## src/rtl/cp0_pkg.sv

```systemverilog
// Shared constants for the coprocessor-0 interrupt/trap controller:
// register indices, Status frame bit positions and exception codes.
package cp0_pkg;

    // CP0 register indices
    localparam logic [4:0] REG_COUNT   = 5'd9;
    localparam logic [4:0] REG_COMPARE = 5'd11;
    localparam logic [4:0] REG_STATUS  = 5'd12;
    localparam logic [4:0] REG_CAUSE   = 5'd13;
    localparam logic [4:0] REG_EPC     = 5'd14;

    // One Status frame is FRAME_W bits; the interrupt mask starts at IM_LSB
    localparam int FRAME_W = 5;
    localparam int IM_LSB  = 16;

    // Bit positions inside a Status frame
    localparam int BIT_IE     = 0;
    localparam int BIT_SYS_EN = 1;
    localparam int BIT_BRK_EN = 2;
    localparam int BIT_TEQ_EN = 3;
    localparam int BIT_IRQ_EN = 4;

    // Exception codes shared with the decoder
    localparam logic [4:0] EXC_SYSCALL = 5'd8;
    localparam logic [4:0] EXC_BREAK   = 5'd9;
    localparam logic [4:0] EXC_TEQ     = 5'd13;

    localparam logic [31:0] STATUS_RST = 32'h0000_000F;

    // Which single action owns the state update this cycle
    typedef enum logic [1:0] {
        CP0_IDLE,
        CP0_ERET,
        CP0_TRAP,
        CP0_WRITE
    } cp0_op_e;

    // Exception accepted only when globally enabled and its own enable is set;
    // unknown codes are never accepted.
    function automatic logic exc_enabled(input logic [BIT_TEQ_EN:0] frame,
                                         input logic [4:0]          code);
        logic en;
        case (code)
            EXC_SYSCALL: en = frame[BIT_SYS_EN];
            EXC_BREAK:   en = frame[BIT_BRK_EN];
            EXC_TEQ:     en = frame[BIT_TEQ_EN];
            default:     en = 1'b0;
        endcase
        return frame[BIT_IE] & en;
    endfunction

endpackage

```

## src/rtl/irq_sync.sv

```systemverilog
// Multi-bit flop-chain synchroniser for asynchronous level interrupt lines.
module irq_sync #(
    parameter int WIDTH  = 1,
    parameter int STAGES = 2
) (
    input  logic             clk,
    input  logic             rst_n,
    input  logic [WIDTH-1:0] d,
    output logic [WIDTH-1:0] q
);

    logic [STAGES-1:0][WIDTH-1:0] stage;

    // Shift each line through STAGES flops; stage[STAGES-1] is the safe copy
    always_ff @(posedge clk or negedge rst_n) begin
        if (!rst_n) begin
            stage <= '0;
        end else begin
            stage <= {stage[STAGES-2:0], d};
        end
    end

    assign q = stage[STAGES-1];

endmodule

```

## src/rtl/cp0_irq_ctrl.sv

```systemverilog
// Coprocessor-0: trap/return handling with a nested Status frame stack,
// synchronised external interrupts and a Count/Compare timer interrupt.
module cp0_irq_ctrl
    import cp0_pkg::*;
#(
    parameter int          NUM_IRQ     = 6,
    parameter int          NEST_DEPTH  = 3,
    parameter logic [31:0] VECTOR      = 32'h0040_0004,
    parameter int          SYNC_STAGES = 2
) (
    input  logic               clk,
    input  logic               rst_n,
    input  logic               mtc0,
    input  logic [4:0]         waddr,
    input  logic [31:0]        wdata,
    input  logic [4:0]         raddr,
    output logic [31:0]        rdata,
    input  logic [31:0]        pc,
    input  logic               exception,
    input  logic [4:0]         cause,
    input  logic               eret,
    input  logic [NUM_IRQ-1:0] irq,
    output logic [31:0]        status,
    output logic [31:0]        epc,
    output logic               trap,
    output logic [31:0]        trap_addr,
    output logic [1:0]         depth
);

    localparam int          STACK_W     = FRAME_W * NEST_DEPTH;
    localparam int          IP_W        = NUM_IRQ + 1;
    localparam logic [15:0] STACK_MASK  = 16'((32'd1 << STACK_W) - 32'd1);
    localparam logic [31:0] STATUS_WMSK = {16'hFFFF, STACK_MASK};
    localparam logic [1:0]  DEPTH_MAX   = 2'(NEST_DEPTH);

    logic [31:0]        status_q;
    logic [31:0]        count_q;
    logic [31:0]        compare_q;
    logic [31:0]        epc_q;
    logic [4:0]         exccode_q;
    logic               timer_ip_q;
    logic [1:0]         depth_q;

    logic [NUM_IRQ-1:0] irq_s;
    logic [IP_W-1:0]    ip;
    logic [IP_W-1:0]    im;
    logic [FRAME_W-1:0] live;
    logic               exc_ok;
    logic               irq_ok;
    logic               timer_hit;
    logic [15:0]        stack_push;
    logic [15:0]        stack_pop;
    cp0_op_e            op;

    irq_sync #(
        .WIDTH  (NUM_IRQ),
        .STAGES (SYNC_STAGES)
    ) u_irq_sync (
        .clk   (clk),
        .rst_n (rst_n),
        .d     (irq),
        .q     (irq_s)
    );

    assign live      = status_q[FRAME_W-1:0];
    assign ip        = {timer_ip_q, irq_s};
    assign im        = status_q[IM_LSB +: IP_W];
    assign timer_hit = (count_q == compare_q) && (compare_q != 32'd0);

    assign exc_ok = exception & exc_enabled(live[BIT_TEQ_EN:0], cause);
    assign irq_ok = live[BIT_IE] & live[BIT_IRQ_EN] & (|(ip & im))
                  & (depth_q < DEPTH_MAX);

    // Pushing drops whatever frame falls off the top; popping zero-fills it
    assign stack_push = (status_q[15:0] << FRAME_W) & STACK_MASK;
    assign stack_pop  = (status_q[15:0] & STACK_MASK) >> FRAME_W;

    // Pick the single winner: eret, then trap, then a register write
    always_comb begin
        op = CP0_IDLE;
        if (eret) begin
            op = CP0_ERET;
        end else if (exc_ok || irq_ok) begin
            op = CP0_TRAP;
        end else if (mtc0) begin
            op = CP0_WRITE;
        end
    end

    // Trap is masked while reset is held so the PC mux sees a clean pc
    assign trap      = rst_n & (op == CP0_TRAP);
    assign trap_addr = trap ? VECTOR : pc;

    // Architectural state update; Count and the timer flag run every cycle
    always_ff @(posedge clk or negedge rst_n) begin
        if (!rst_n) begin
            status_q   <= STATUS_RST;
            count_q    <= '0;
            compare_q  <= '0;
            epc_q      <= '0;
            exccode_q  <= '0;
            timer_ip_q <= 1'b0;
            depth_q    <= '0;
        end else begin
            count_q <= count_q + 32'd1;
            if (timer_hit) begin
                timer_ip_q <= 1'b1;
            end
            unique case (op)
                CP0_ERET: begin
                    if (depth_q != 2'd0) begin
                        status_q <= {status_q[31:16], stack_pop};
                        depth_q  <= depth_q - 2'd1;
                    end
                end
                CP0_TRAP: begin
                    status_q <= {status_q[31:16], stack_push};
                    if (depth_q < DEPTH_MAX) begin
                        depth_q <= depth_q + 2'd1;
                    end
                    exccode_q <= exc_ok ? cause : 5'd0;
                    epc_q     <= exc_ok ? (pc - 32'd4) : pc;
                end
                CP0_WRITE: begin
                    case (waddr)
                        REG_STATUS:  status_q <= wdata & STATUS_WMSK;
                        REG_COUNT:   count_q  <= wdata;
                        REG_COMPARE: begin
                            compare_q  <= wdata;
                            timer_ip_q <= 1'b0;
                        end
                        REG_EPC:     epc_q    <= wdata;
                        default:     ;
                    endcase
                end
                default: ;
            endcase
        end
    end

    // Read port shows pre-edge state; unimplemented indices read as zero
    always_comb begin
        rdata = '0;
        case (raddr)
            REG_STATUS:  rdata = status_q;
            REG_COUNT:   rdata = count_q;
            REG_COMPARE: rdata = compare_q;
            REG_EPC:     rdata = epc_q;
            REG_CAUSE: begin
                rdata[6:2]            = exccode_q;
                rdata[IM_LSB +: IP_W] = ip;
            end
            default:     rdata = '0;
        endcase
    end

    assign status = status_q;
    assign epc    = epc_q;
    assign depth  = depth_q;

endmodule

```

## config.mk

```make
export PLATFORM = sky130hd
export DESIGN_NAME = cp0_irq_ctrl
export DESIGN_NICKNAME = d
export VERILOG_FILES = /design/src/rtl/cp0_pkg.sv /design/src/rtl/irq_sync.sv /design/src/rtl/cp0_irq_ctrl.sv
export SDC_FILE = /design/constraint.sdc
export NUM_CORES = 1
export LEC_CHECK = 0
export ABC_AREA = 1
export BUFFER_PORTS_ARGS = -buffer_cell sky130_fd_sc_hd__buf_2
export CELL_PAD_IN_SITES_DETAIL_PLACEMENT = 0
export CELL_PAD_IN_SITES_GLOBAL_PLACEMENT = 1
export CORE_MARGIN = 8
export CORE_UTILIZATION = 41
export CTS_BUF_LIST = sky130_fd_sc_hd__clkbuf_16
export CTS_CLUSTER_DIAMETER = 30
export CTS_CLUSTER_SIZE = 25
export DETAILED_ROUTE_END_ITERATION = 10
export PLACE_DENSITY = 0.91
export SYNTH_ARGS = -nofsm -noshare
export SYNTH_HDL_FRONTEND = slang
export SYNTH_SLANG_ARGS = --single-unit
```

## constraint.sdc

```tcl
create_clock -name clk -period 4.51 [get_ports clk]
set_input_delay 0 -clock clk [delete_from_list [all_inputs] [get_ports clk]]
set_output_delay 0 -clock clk [all_outputs]
set_load 0.05 [all_outputs]
```

==> impl_results.md <==
- Power share of the clock group: 0.246
- CP arrival: 3380 ps
- Synth area leaders: dfrtp_1, nand2_1, inv_1
- Post-synth EDFFs: 0
- GR Overflow Total: 0
- # setup viols final: 0
- WS Path Type: reg2out
- Synthesized instance count: between 1500 and 2000
- RR Endpoint: status[26]$_DFFE_PN0P_
- Via density: just over 5
- Share of layout cells above drive strength 1: 0.167
- FMAX: between 200 and 300 MHz
- Tmin final: 3380 ps
- Status: completed
- PostCTS Resize Cnt: 0
- Cell count of the worst hold path: 4
- Top FF cell, synth: dfrtp_1
- Initial antenna violation count: 0
- Setup Buffers After CTS: 0
- Via count: around 11000
- Peak supply drop: 357 uV
- Final worst path period share: 0.748
- Power share of the combinational group: 0.391
- Most numerous cell in the Yosys netlist: nand2_1
- Post-synthesis sequential area ratio: 0.374
- Ant. Diodes: 0
- Worst path required time: 4510 ps
- Clock transition at path regs: 70 ps
- Max_cap viols: 0
- Top cell type's share of synthesized area: 0.363
- Hold EP: depth[0]$_DFFE_PN0P_
- Synth unique cells: 45
- Vias in the first global route: 10606
- Slew Limit Fails: 0
- RSZ-0062 raised after global routing: false
- Worst Setup Start Kind: flop
- Number of buffers added on ports: 219
- Final Hold Viols: 0
- Synth async-reset ratio: 1.00
- CTS H-tree lvls: 4
- First-pass DRT Iterations: 6
- Post-synth top cells: nand2_1, inv_1, dfrtp_1
- CP max FO: 33
- Final HPWL DP: ~31 mm
- Total I/O pin count: approximately 220
- R2r startpoint: status[0]$_DFFE_PN1P_
- Slew @ Worst Pin: 949 ps
- Die area: between 0.02 and 0.03 mm^2
- Switching Fraction: 0.481
- P&R area growth vs syn: 24.7%
- ANT nets after route: 0
- Wire length per cell: 19.0 um
- First-pass GRT wire length: 60.9 mm
- Final WL: around 40 mm
- Clk buf depth: 2
- Root Driver: clkbuf_16
- Switch Pwr: around 2.9 mW
- Die Y: 171 um
- Hold Crit Class: in2reg
- Setup tns final: 0 ps
- Post-synth top area cell: dfrtp_1
- Final hold slack: 15.5 ps
- Seq pwr share: 0.363
- Clk sinks: between 100 and 150
- Latest clock arrival within the worst-skew pair: 440 ps
- Initial Util: 0.419
- Initial DRC count: ~1100
- Pleak: 6.56 nW
- Hold Startpoint: eret
- Core area: around 0.024 mm^2
- GPL Wtd Cong: 0.940
- CTS Hold Bufs: 55
- Post-route DRC: 0
- Standard-cell row count: 56
- GRT Total Usage: 0.271
- Largest net degree at the start of global routing: 89
- Synth Net Count: 1594
- Synth Register Bits: roughly 150
- Clock skew: roughly 9.2 ps
- TritonCTS buffer count: 17
- Average cell area after synthesis: 6.56 um^2
- CTS tree: done
- R2R Setup Slk: 1480 ps
- CP Capture Type: primary output
- Final Util: 0.522
- Ys Warns: 0
- Mapped Area: 0.00986 mm^2
- Pwr dens: 496 mW/mm^2
- Crit path launch: status[0]$_DFFE_PN1P_
- Die X: 171 um
- P_int: around 3.2 mW
- Final #Nets: about 1800
- FF-to-FF path depth: 11
- Max_slew headroom: 0.366
[power by group through the flow]
stage                     Sequential, mW  Combinational (mW)  Clock, mW
after floorplan                     2.76                1.01          0
after global placement              2.21                2.32          0
after detailed placement            2.22                2.34          0
after CTS                           2.20                2.39       1.51
after global routing                2.26                2.58       1.56
final                               2.22                2.39       1.50
[per-layer routing]
metal  vias to the layer above  share of wire  wire, um  track usage
li1                       5202              -         -            -
met1                      5064           0.44     17400        0.364
met2                       439           0.46     18100        0.431
met3                        62          0.076      3010       0.0544
met4                         0          0.026      1010       0.0922
met5                         -              0         0            0
[cells by family after synthesis]
kind of cell,count (synthesis),synth area share
flip-flops,147,0.374
AND/OR/NAND/NOR,885,0.378
XOR/XNOR,45,0.0400
AO/OA/AOI/OAI,152,0.0941
buffers and inverters,270,0.112
other,1,0.000380
adder cells (fa/ha/maj),2,0.00254
[worst max path at each step]
stage / to / slack (ps) / depth (start not counted)
6_report: trap_addr[2] / 1130 / 9
5_1_grt: trap_addr[7] / 860 / 12
4_1_cts: trap_addr[2] / 1150 / 9
3_5_place_dp: status[26]$_DFFE_PN0P_ / 1530 / 11
3_3_place_gp: status[26]$_DFFE_PN0P_ / 1650 / 13
2_1_floorplan: trap_addr[22] / 2510 / 9
[sequential cells by signal, summed over array words and instances, names as in the netlist]
register          cells
compare_q            32
status               31
exccode_q             5
depth                 2
timer_ip_q            1
epc                  32
u_irq_sync.q          6
u_irq_sync.stage      6
count_q              32
[through the flow]
stage	cell area, um^2	total power [mW]	instances	setup WS (ps)
final	12300	6.10	2082	1130
after global routing	12300	6.40	2082	859
after CTS	12300	6.10	2082	1150
after detailed placement	11100	4.56	1995	1530
after global placement	11100	4.53	1995	1650
after floorplan	9860	3.76	1502	2510
[cell usage in the layout, fill, tap and decap left out, types with 33 or more instances in the layout]
cell type / n
inv_1: 210
dfrtp_1: 143
nand4_1: 34
nand2_1: 571
nor2_1: 132
xor2_1: 33
buf_2: 218
nand3_1: 92
o21ai_0: 67
dlygate4sd3_1: 55
[critical path, stage by stage (launching register included)]
cell	delay (ps)
dfstp_2	580
nand3_1	130
nor2_4	170
nand2_4	180
nand2_4	180
nand2_1	140
inv_1	360
nand2_1	680
nand2_1	230
buf_2	290
[final cells by class]
type                    instances  area, um^2
multi-input cells            1085        5070
well taps                     319         399
flip-flops and latches        147        3680
inverters                     219         825
fillers                      2412       11300
clock inverters                15         188
clock buffers                  17         425
repair buffers                280        1700
Note: power is estimated with default switching activity, not from simulation.
